==> config.mk <==
export PLATFORM = sky130hd
export DESIGN_NAME = bitstream_mlp_engine_flat
export DESIGN_NICKNAME = d
export VERILOG_FILES = /design/src/rtl/bitstream_pkg.sv /design/src/rtl/bitstream_mlp_engine_if.sv /design/src/rtl/sc_neuron.sv /design/src/rtl/bitstream_mlp_engine.sv /design/src/flat_wrapper.sv
export SDC_FILE = /design/constraint.sdc
export NUM_CORES = 1
export LEC_CHECK = 0
export BUFFER_PORTS_ARGS = -buffer_cell sky130_fd_sc_hd__buf_2
export CAP_MARGIN = 10
export CELL_PAD_IN_SITES_DETAIL_PLACEMENT = 1
export CELL_PAD_IN_SITES_GLOBAL_PLACEMENT = 1
export CORE_MARGIN = 2
export CORE_UTILIZATION = 30
export CTS_CLUSTER_DIAMETER = 100
export DETAILED_ROUTE_END_ITERATION = 8
export PLACE_DENSITY_LB_ADDON = 0.12
export SLEW_MARGIN = 0
export SYNTH_ARGS = -nofsm -noshare
export SYNTH_HDL_FRONTEND = slang
export SYNTH_HIERARCHICAL = 1
export SYNTH_SLANG_ARGS = --single-unit
==> constraint.sdc <==
create_clock -name clk -period 10.37 [get_ports clk]
set_clock_uncertainty 0.1 [all_clocks]
set_input_delay 2.5925 -clock clk [delete_from_list [all_inputs] [get_ports clk]]
set_output_delay 2.5925 -clock clk [all_outputs]
set_load 0.005 [all_outputs]
==> src/rtl/bitstream_pkg.sv <==
// Shared types, LFSR constants and stochastic-number-generator helpers
// for the bitstream network engine.
package bitstream_pkg;

  typedef enum logic [1:0] {
    IDLE = 2'd0,
    LOAD = 2'd1,
    RUN  = 2'd2,
    HOLD = 2'd3
  } state_t;

  localparam int unsigned LFSR_W = 16;

  // x^16+x^14+x^13+x^11+1 as a right-shifting Fibonacci register: taps on bits 0,2,3,5
  localparam logic [LFSR_W-1:0] LFSR_POLY_TAPS = 16'h002D;
  localparam logic [LFSR_W-1:0] LFSR_SEED_A    = 16'hACE1;
  localparam logic [LFSR_W-1:0] LFSR_SEED_B    = 16'h1D2C;

  function automatic logic [LFSR_W-1:0] lfsr_step(input logic [LFSR_W-1:0] s);
    return {^(s & LFSR_POLY_TAPS), s[LFSR_W-1:1]};
  endfunction

  // Each generator sees its own rotation of the shared LFSR so streams decorrelate
  function automatic logic sng_bit(input logic [LFSR_W-1:0] lfsr,
                                   input int unsigned       k,
                                   input logic [LFSR_W-1:0] value,
                                   input int unsigned       val_w);
    logic [2*LFSR_W-1:0] dbl;
    logic [LFSR_W-1:0]   rot;
    logic [LFSR_W-1:0]   mask;
    int unsigned         sh;
    sh   = (3 * k) % LFSR_W;
    dbl  = {lfsr, lfsr} << sh;
    rot  = dbl[2*LFSR_W-1:LFSR_W];
    mask = 16'((32'd1 << val_w) - 32'd1);
    return (rot & mask) < value;
  endfunction

endpackage

==> src/rtl/bitstream_mlp_engine_if.sv <==
// Start/result handshake and weight-programming bus of the bitstream engine.
interface bitstream_mlp_engine_if #(
  parameter int unsigned N_IN       = 2,
  parameter int unsigned N_HID      = 2,
  parameter int unsigned N_OUT      = 1,
  parameter int unsigned STREAM_LEN = 128,
  parameter int unsigned VAL_W      = 8
);
  localparam int unsigned CNT_W  = $clog2(STREAM_LEN + 1);
  localparam int unsigned ADDR_W = $clog2(N_HID * N_IN + N_OUT * N_HID);

  logic                    start;
  logic [N_IN*VAL_W-1:0]   in_vals;
  logic                    wt_we;
  logic [ADDR_W-1:0]       wt_addr;
  logic [VAL_W-1:0]        wt_data;
  logic                    busy;
  logic                    out_valid;
  logic                    out_ready;
  logic [N_OUT*CNT_W-1:0]  out_counts;

  modport master (
    output start, in_vals, wt_we, wt_addr, wt_data, out_ready,
    input  busy, out_valid, out_counts
  );

  modport slave (
    input  start, in_vals, wt_we, wt_addr, wt_data, out_ready,
    output busy, out_valid, out_counts
  );

endinterface

==> src/rtl/sc_neuron.sv <==
// Stochastic neuron: weight SNGs, AND multiply per input, and a
// round-robin MUX that forwards the selected product as the scaled sum.
module sc_neuron
  import bitstream_pkg::*;
#(
  parameter int unsigned FANIN   = 2,
  parameter int unsigned VAL_W   = 8,
  parameter int unsigned WT_BASE = 0
) (
  input  logic [FANIN-1:0]                            in_bits,
  input  logic [FANIN*VAL_W-1:0]                      wts,
  input  logic [LFSR_W-1:0]                           lfsr,
  input  logic [((FANIN > 1) ? $clog2(FANIN) : 1)-1:0] sel,
  output logic                                        out_bit_c
);

  localparam int unsigned SEL_W = (FANIN > 1) ? $clog2(FANIN) : 1;

  always_comb begin
    out_bit_c = 1'b0;
    for (int unsigned i = 0; i < FANIN; i++) begin
      if (sel == SEL_W'(i)) begin
        out_bit_c = in_bits[i] &
                    sng_bit(lfsr, WT_BASE + i, 16'(wts[i*VAL_W +: VAL_W]), VAL_W);
      end
    end
  end

endmodule

==> src/rtl/bitstream_mlp_engine.sv <==
// Two-layer stochastic-computing network: control FSM, weight registers,
// LFSRs, select/run counters and per-output ones counters.
module bitstream_mlp_engine
  import bitstream_pkg::*;
#(
  parameter int unsigned N_IN       = 2,
  parameter int unsigned N_HID      = 2,
  parameter int unsigned N_OUT      = 1,
  parameter int unsigned STREAM_LEN = 128,
  parameter int unsigned VAL_W      = 8
) (
  input logic                   clk,
  input logic                   rst,
  bitstream_mlp_engine_if.slave bus
);

  localparam int unsigned CNT_W  = $clog2(STREAM_LEN + 1);
  localparam int unsigned RUN_W  = $clog2(STREAM_LEN + 1);
  localparam int unsigned N_W1   = N_HID * N_IN;
  localparam int unsigned N_WT   = N_W1 + N_OUT * N_HID;
  localparam int unsigned SEL1_W = (N_IN > 1) ? $clog2(N_IN) : 1;
  localparam int unsigned SEL2_W = (N_HID > 1) ? $clog2(N_HID) : 1;

  logic                rst_i;
  logic [1:0]          rst_sync;
  state_t              state, next_state;
  logic                busy_d, out_valid_d, busy_q, out_valid_q;
  logic                accept_c, run_last_c, handshake_c, wt_wr_c;
  logic [VAL_W-1:0]    wt_q [N_WT];
  logic [VAL_W-1:0]    x_q  [N_IN];
  logic [LFSR_W-1:0]   lfsr_a, lfsr_b;
  logic [RUN_W-1:0]    run_cnt;
  logic [SEL1_W-1:0]   sel1;
  logic [SEL2_W-1:0]   sel2;
  logic [N_IN-1:0]     x_bits_c;
  logic [N_HID-1:0]    h_bits_c, hreg;
  logic [N_OUT-1:0]    o_bits_c;
  logic [CNT_W-1:0]    cnt_q [N_OUT];

  // Reset asserts immediately, releases two clocks after rst falls
  always_ff @(posedge clk or posedge rst) begin
    if (rst) rst_sync <= 2'b11;
    else     rst_sync <= {rst_sync[0], 1'b0};
  end
  assign rst_i = rst_sync[1];

  assign accept_c    = (state == IDLE) && bus.start;
  assign run_last_c  = (state == RUN) && (run_cnt == RUN_W'(STREAM_LEN));
  assign handshake_c = (state == HOLD) && out_valid_q && bus.out_ready;
  assign wt_wr_c     = (state == IDLE) && bus.wt_we && (32'(bus.wt_addr) < N_WT);

  always_ff @(posedge clk or posedge rst_i) begin
    if (rst_i) begin
      state       <= IDLE;
      busy_q      <= 1'b0;
      out_valid_q <= 1'b0;
    end else begin
      state       <= next_state;
      busy_q      <= busy_d;
      out_valid_q <= out_valid_d;
    end
  end

  always_comb begin
    next_state = state;
    case (state)
      IDLE:    if (accept_c)    next_state = LOAD;
      LOAD:                     next_state = RUN;
      RUN:     if (run_last_c)  next_state = HOLD;
      HOLD:    if (handshake_c) next_state = IDLE;
      default:                  next_state = IDLE;
    endcase
  end

  // out_valid drops on the accepting edge so a result is never taken twice
  always_comb begin
    busy_d      = (state == LOAD) || (state == RUN);
    out_valid_d = (state == HOLD) && !handshake_c;
  end

  always_ff @(posedge clk or posedge rst_i) begin
    if (rst_i) begin
      for (int unsigned k = 0; k < N_WT; k++) wt_q[k] <= '0;
    end else if (wt_wr_c) begin
      wt_q[bus.wt_addr] <= bus.wt_data;
    end
  end

  always_ff @(posedge clk or posedge rst_i) begin
    if (rst_i) begin
      for (int unsigned i = 0; i < N_IN; i++)  x_q[i]   <= '0;
      for (int unsigned o = 0; o < N_OUT; o++) cnt_q[o] <= '0;
      lfsr_a  <= LFSR_SEED_A;
      lfsr_b  <= LFSR_SEED_B;
      run_cnt <= '0;
      sel1    <= '0;
      sel2    <= '0;
      hreg    <= '0;
    end else begin
      if (accept_c) begin
        for (int unsigned i = 0; i < N_IN; i++) x_q[i] <= bus.in_vals[i*VAL_W +: VAL_W];
      end
      case (state)
        LOAD: begin
          for (int unsigned o = 0; o < N_OUT; o++) cnt_q[o] <= '0;
          lfsr_a  <= LFSR_SEED_A;
          lfsr_b  <= LFSR_SEED_B;
          run_cnt <= '0;
          sel1    <= '0;
          sel2    <= '0;
          hreg    <= '0;
        end
        RUN: begin
          lfsr_a  <= lfsr_step(lfsr_a);
          lfsr_b  <= lfsr_step(lfsr_b);
          run_cnt <= run_cnt + RUN_W'(1);
          sel1    <= (sel1 == SEL1_W'(N_IN - 1)) ? '0 : sel1 + SEL1_W'(1);
          hreg    <= h_bits_c;
          // Cycle 0 only fills the hidden-layer register
          if (run_cnt != '0) begin
            sel2 <= (sel2 == SEL2_W'(N_HID - 1)) ? '0 : sel2 + SEL2_W'(1);
            for (int unsigned o = 0; o < N_OUT; o++) begin
              if (o_bits_c[o]) cnt_q[o] <= cnt_q[o] + CNT_W'(1);
            end
          end
        end
        default: ;
      endcase
    end
  end

  always_comb begin
    x_bits_c = '0;
    for (int unsigned i = 0; i < N_IN; i++) begin
      x_bits_c[i] = sng_bit(lfsr_a, i, 16'(x_q[i]), VAL_W);
    end
  end

  for (genvar h = 0; h < N_HID; h++) begin : g_hid
    logic [N_IN*VAL_W-1:0] w_flat;
    for (genvar i = 0; i < N_IN; i++) begin : g_w
      assign w_flat[i*VAL_W +: VAL_W] = wt_q[h*N_IN + i];
    end
    sc_neuron #(.FANIN(N_IN), .VAL_W(VAL_W), .WT_BASE(h * N_IN)) u_neuron (
      .in_bits   (x_bits_c),
      .wts       (w_flat),
      .lfsr      (lfsr_b),
      .sel       (sel1),
      .out_bit_c (h_bits_c[h])
    );
  end

  for (genvar o = 0; o < N_OUT; o++) begin : g_out
    logic [N_HID*VAL_W-1:0] w_flat;
    for (genvar h = 0; h < N_HID; h++) begin : g_w
      assign w_flat[h*VAL_W +: VAL_W] = wt_q[N_W1 + o*N_HID + h];
    end
    sc_neuron #(.FANIN(N_HID), .VAL_W(VAL_W), .WT_BASE(N_W1 + o * N_HID)) u_neuron (
      .in_bits   (hreg),
      .wts       (w_flat),
      .lfsr      (lfsr_b),
      .sel       (sel2),
      .out_bit_c (o_bits_c[o])
    );
    assign bus.out_counts[o*CNT_W +: CNT_W] = cnt_q[o];
  end

  assign bus.busy      = busy_q;
  assign bus.out_valid = out_valid_q;

endmodule
==> src/flat_wrapper.sv <==
// flat-port wrapper written by rule: the top's interface ports become plain ports
module bitstream_mlp_engine_flat import bitstream_pkg::*;
#(
  parameter int unsigned N_IN       = 2,
  parameter int unsigned N_HID      = 2,
  parameter int unsigned N_OUT      = 1,
  parameter int unsigned STREAM_LEN = 128,
  parameter int unsigned VAL_W      = 8
)
  (clk, rst, bus_start, bus_in_vals, bus_wt_we, bus_wt_addr, bus_wt_data, bus_out_ready, bus_busy, bus_out_valid, bus_out_counts);
  bitstream_mlp_engine_if #(.N_IN(N_IN), .N_HID(N_HID), .N_OUT(N_OUT), .STREAM_LEN(STREAM_LEN), .VAL_W(VAL_W)) bus_i ();
  input logic clk;
  input logic rst;
  input wire logic [$bits(bus_i.start)-1:0] bus_start;
  input wire logic [$bits(bus_i.in_vals)-1:0] bus_in_vals;
  input wire logic [$bits(bus_i.wt_we)-1:0] bus_wt_we;
  input wire logic [$bits(bus_i.wt_addr)-1:0] bus_wt_addr;
  input wire logic [$bits(bus_i.wt_data)-1:0] bus_wt_data;
  input wire logic [$bits(bus_i.out_ready)-1:0] bus_out_ready;
  output wire logic [$bits(bus_i.busy)-1:0] bus_busy;
  output wire logic [$bits(bus_i.out_valid)-1:0] bus_out_valid;
  output wire logic [$bits(bus_i.out_counts)-1:0] bus_out_counts;
  assign bus_i.start = bus_start;
  assign bus_i.in_vals = bus_in_vals;
  assign bus_i.wt_we = bus_wt_we;
  assign bus_i.wt_addr = bus_wt_addr;
  assign bus_i.wt_data = bus_wt_data;
  assign bus_i.out_ready = bus_out_ready;
  assign bus_busy = bus_i.busy;
  assign bus_out_valid = bus_i.out_valid;
  assign bus_out_counts = bus_i.out_counts;
  bitstream_mlp_engine #(.N_IN(N_IN), .N_HID(N_HID), .N_OUT(N_OUT), .STREAM_LEN(STREAM_LEN), .VAL_W(VAL_W)) u_core (.clk(clk), .rst(rst), .bus(bus_i));
endmodule
# After elaboration in Yosys (flattened, before gate mapping)

Index checks and enable logic that the tools add are counted.

$add $sub $neg: 4
Magnitude comparators: 11
Equal/unequal tests: 9
Mux-type cells: 22
Bitwise logic cells: 7
Reductions and logical operators: 18

Operator list:

| operator                                                                | number |
|---|---|
| 8-bit < comparator                                                      | 8 |
| 16-bit one-hot mux with 2 select lines                                  | 2 |
| 48-bit bitwise mux                                                      | 1 |
| 8-bit one-hot mux with 2 select lines                                   | 2 |
| 16-bit XOR reduction                                                    | 2 |
| 8-bit demux with 3-bit select                                           | 1 |
| 8-bit 2-to-1 mux                                                        | 3 |
| 8-bit by 1-bit adder with 8-bit output, second input constant           | 2 |
| 8-bit equality test, second input constant                              | 1 |
| 1-bit logical AND                                                       | 8 |
| 2-bit one-hot mux with 4 select lines                                   | 1 |
| 8-bit nonzero test                                                      | 1 |
| 1-bit AND                                                               | 6 |
| 1-bit 2-to-1 mux                                                        | 6 |
| 2-bit 2-to-1 mux                                                        | 3 |
| 2-bit by 1-bit inequality test with 1-bit output, second input constant | 3 |
| 3-bit AND reduction                                                     | 2 |
| 2-bit equality test, second input constant                              | 2 |
| 4-bit >= comparator, second input constant                              | 1 |
| 4-bit by 1-bit < comparator with 1-bit output, second input constant    | 1 |
| 2-bit inequality test, second input constant                            | 2 |
| 3-bit inverter with 4-bit output                                        | 1 |
| 1-bit one-hot mux with 2 select lines                                   | 2 |
| 2-bit one-hot mux with 2 select lines                                   | 1 |
| other kinds (8)                                                         | 9 |

Register bits: 122
Output and inout port bits: 10
Logic and storage cells: 90

# Logic depth before layout (Yosys ltp)

Depth after elaboration: 6
Depth in mapped cells: 11

# Cells and area by module

The synthesis kept the hierarchy.

Modules (own cells, without submodules):

| module               | times used | cells each | area an instance (µm²) | seq. area each (µm²) |
|---|---|---|---|---|
| bitstream_mlp_engine | 1          | 454        | 5396.4                 | 3074.2 |
| sc_neuron            | 3          | 48         | 361.6                  | 0.0 |

# Least setup slack after synthesis

OpenSTA, ideal clock, no wires.

Path type: input-to-reg
From: in bus_wt_addr[2]
To: reg u_core.wt_q (netlist bit u_core/g_hid[1].w_flat[0])
Library setup time: 127 ps
Data arrival time: 3655 ps
Data required time: 10143 ps
Setup slack: 6488 ps
Stages: 4
Cell sequence: clkbuf_1 > nor2b_1 > nor3b_2 > mux2_1

Longest elaborated chain between the ends: 6
Elaborated cells between the ends (all ways): 9

Ends and longest elaborated chain:

| element                                                                                                           | line                       | text |
|---|---|---|
| from (decl)                                                                                                       | flat_wrapper.sv:17         | `input wire logic [$bits(bus_i.wt_addr)-1:0] bus_wt_addr;` |
| 3-bit inverter with 4-bit output (implied by the code)                                                            | bitstream_mlp_engine.sv:85 | `wt_q[bus.wt_addr] <= bus.wt_data;` |
| 4-bit >= comparator (implied by the code) / 4-bit by 1-bit < comparator with 1-bit output (equally long branches) | bitstream_mlp_engine.sv:85 |  |
| 1-bit logical AND (implied by the code)                                                                           | bitstream_mlp_engine.sv:85 |  |
| 8-bit 2-to-1 mux (implied by the code)                                                                            | bitstream_mlp_engine.sv:85 |  |
| 8-bit demux with 3-bit select                                                                                     | bitstream_mlp_engine.sv:85 |  |
| 48-bit bitwise mux                                                                                                | bitstream_mlp_engine.sv:85 |  |
| to (signal, indexed assignment)                                                                                   | bitstream_mlp_engine.sv:85 |  |
| to (decl)                                                                                                         | bitstream_mlp_engine.sv:29 | `logic [VAL_W-1:0] wt_q [N_WT];` |

Several ways; a longest one is shown, not always the timed one.
A chain may end at the register's enable or synchronous reset.

# Final worst setup path

From: reg u_core.cnt_q (netlist bit u_core/bus.out_counts[3])
To: out bus_out_counts[3]

RTL lines:

| element                           | line                        | text |
|---|---|---|
| from (decl)                       | bitstream_mlp_engine.sv:38  | `logic [CNT_W-1:0] cnt_q [N_OUT];` |
| from (signal, indexed assignment) | bitstream_mlp_engine.sv:123 | `if (o_bits_c[o]) cnt_q[o] <= cnt_q[o] + CNT_W'(1);` |
| to (decl)                         | flat_wrapper.sv:22          | `output wire logic [$bits(bus_i.out_counts)-1:0] bus_out_counts;` |

No word-level cell between the ends.

==> results.cfg <==
[worst_setup_path]
crit_buf_inv = 1
criticalPathCategory = reg2out
end_kind = primary output
cpMaxStageDelayCell = dfrtp_1
worstPathMaxFanout = 8
required_ns = 7.68
path_cells = buf_2
critPathArrivalTime_ns = 1.02
start_kind = flop
cpPeakStageDelay_ns = 0.46
crit_family = flip-flops

[placed_design]
hpwl_um = 11300
port_buffers = 41
dp_cells = 898
routabilityCongestion = 0.7710

[routing]
vias = 4500
final_antenna_net_count = 0
drt-total-wl_um = 15860
wire_per_inst_um = 17.06
drt_iter0_drc = 160
drc = 0
firstDrtPassIters = 4
viasPerCell = 4.839

[global_routing]
grt_pass1_wl_um = 26220
grt_pass1_vias = 4808
grt_remaining_overflow = 0
grt_max_degree = 75
grt_usage = 0.1517
antenna_found_initial = 0

[clocking]
numClockSinks = 122
cts_setup_buffers = 0
clock_insertion_delay_worst_skew_ns = 0.42
root_buffer = clkbuf_16
cts_buffers = 17
clk_pin_slew_ns = 0.05
cts_tree = built
cts.htree.levels = 4
clock_path_buffers = 2
ctsResizeCount = 0
hold_buffers = 0

[logic_synthesis]
synth.top_cell.area_share = 0.4054
syn_area_mm2 = 0.006481
synth_ff_type = dfrtp_1
yosys_warnings = 6
synthArstFlopShare = 1.000
synthCells = 598
syn-num-nets = 693
synth_area_leaders = dfrtp_1 41%, ha_1 12%, mux2_1 11%
synth-seq-cells = 122
synth_top_area_cell = dfrtp_1
yosysSeqAreaShare = 0.4743
synth_cell_types = 55
syn_avg_cell_area_um2 = 10.84
synth_edf_count = 0

[timing]
layout_worst_path_cycle_share = 0.3580
max_freq_mhz = 269.4
worstMarginPinSlew_ns = 0.8979
setup-violations-final = 0
drv_slew = 0
relSlewSlack = 0.4014
finalHoldViolations = 0
finalCriticalPeriod_ns = 3.712
rsz0062_at_grt = false
setup_tns_ns = 0

[die]
core_mm2 = 0.02109
die_h_um = 151.0
die-area_mm2 = 0.02280
io_pins = 42
rows = 53
start_util = 0.3073
fp.dieW_um = 151.0

[power]
ir_worst_vdd_v = 0.0001665
p_int_uw = 1405
combPwrFrac = 0.384
power.switching_uw = 856.2
p_leak_uw = 0.003517
switching_share = 0.3787
power_uw = 2261
pwr-share-seq = 0.354
p_per_area_mw_per_mm2 = 298.7
p_clk_frac = 0.262

[layout]
drive_gt1_frac = 0.1511
nets = 737
utilization = 0.3590
area_delta_synth_final_pct = 16.81
antenna_cells = 0
instances_no_fill = 930
layout.cells.most_common = dfrtp_1
layout_common_cells = 105 x dfrtp_1, 85 x inv_1, 63 x mux2_1, 62 x ha_1, 41 x buf_2
fillCellCount = 2369

[run]
max_cap_viol_count = 0

[status]
status = finished clean

[min_path]
hold_class = reg2reg
## cell type report
class	instances	area [um^2]	share of cell area
Tap cell	275	344.1	0.04545
Inverter	87	329.1	0.04346
Clock inverter	7	90.09	0.01190
Multi-Input combinational cell	370	3010	0.3976
Timing Repair Buffer	44	227.7	0.03008
Sequential cell	122	3074	0.4060
Clock buffer	25	495.5	0.06544
## power by group through the flow
| stage | sequential [uW] | combinational [uW] | clock (uW) |
|---|---|---|---|
| 2_1_floorplan | 751 | 676 | 0 |
| 3_3_place_gp | 809 | 841 | 0 |
| 3_5_place_dp | 813 | 882 | 0 |
| 4_1_cts | 807 | 891 | 612 |
| 5_1_grt | 829 | 1010 | 632 |
| 6_report | 801 | 869 | 591 |
## layer usage
layer / vias to the layer above / wire length, um / track usage
met1: 2256 / 7956 / 0.2087
li1: 2188 / - / -
met3: 12 / 286 / 0.02831
met4: 0 / 177 / 0.04626
met2: 44 / 7441 / 0.2432
met5: - / 0 / 0
## through the flow
stage	hold slack, ns	area [um^2]	setup WS [ns]
finish	0.2552	7571	6.658
global route	0.2582	7571	6.587
CTS	0.2554	7571	6.630
detailed placement	0.2479	6985	6.235
global placement	0.2465	6985	6.293
floorplan	0.2452	6481	6.488
## synthesized netlist by cell type, types with 6 or more instances
master	number
dfrtp_1	105
inv_1	86
ha_1	63
mux2_1	63
nand2_1	37
o21ai_1	34
nand3_1	24
a31oi_1	18
nor2_1	18
dfstp_2	17
clkbuf_1	15
o21a_1	8
xnor2_1	7
a211oi_1	6
o2111ai_1	6
o211ai_1	6
or3b_1	6
## path summary, 6_finish.rpt
kind | cells after the start | to | slack, ns | startpoint
setup / recovery | 1 | bus_out_counts[3] | 6.66 | u_core/bus.out_counts[3]
hold / removal | 0 | u_core/rst_sync[1] | 0.26 | u_core/rst_sync[0]
setup reg to reg | 6 | u_core/bus.out_counts[7] | 7.63 | u_core/state[0]
hold reg to reg | 0 | u_core/rst_sync[1] | 0.26 | u_core/rst_sync[0]
max in group asynchronous | 2 | u_core/rst_sync[1] | 8.06 | rst
min in group asynchronous | 1 | u_core/x_q[6] | 0.32 | u_core/rst_sync[1]
## registers in the layout (all words and copies together), names as in the netlist
signal                 cells
u_core/lfsr_a             16
u_core/lfsr_b             16
u_core/sel2                1
u_core/g_hid.w_flat       32
u_core/state               2
u_core/x_q                16
u_core/bus.busy            1
u_core/hreg                2
u_core/g_out.w_flat       16
u_core/run_cnt             8
u_core/bus.out_valid       1
u_core/rst_sync            2
u_core/sel1                1
u_core/bus.out_counts      8
## cell families after synthesis
| family | Yosys count | synth area share |
|---|---|---|
| buffers and inverters | 106 | 0.06158 |
| DFF | 122 | 0.4743 |
| adders and majority gates | 63 | 0.1216 |
| and+or+nand+nor | 118 | 0.09865 |
| AOI/OAI and AO/OA | 111 | 0.1135 |
| muxes | 69 | 0.1189 |
| other | 1 | 0.0005786 |
| xor gates and xnor gates | 8 | 0.01081 |
(Power assumes the default switching activity.)
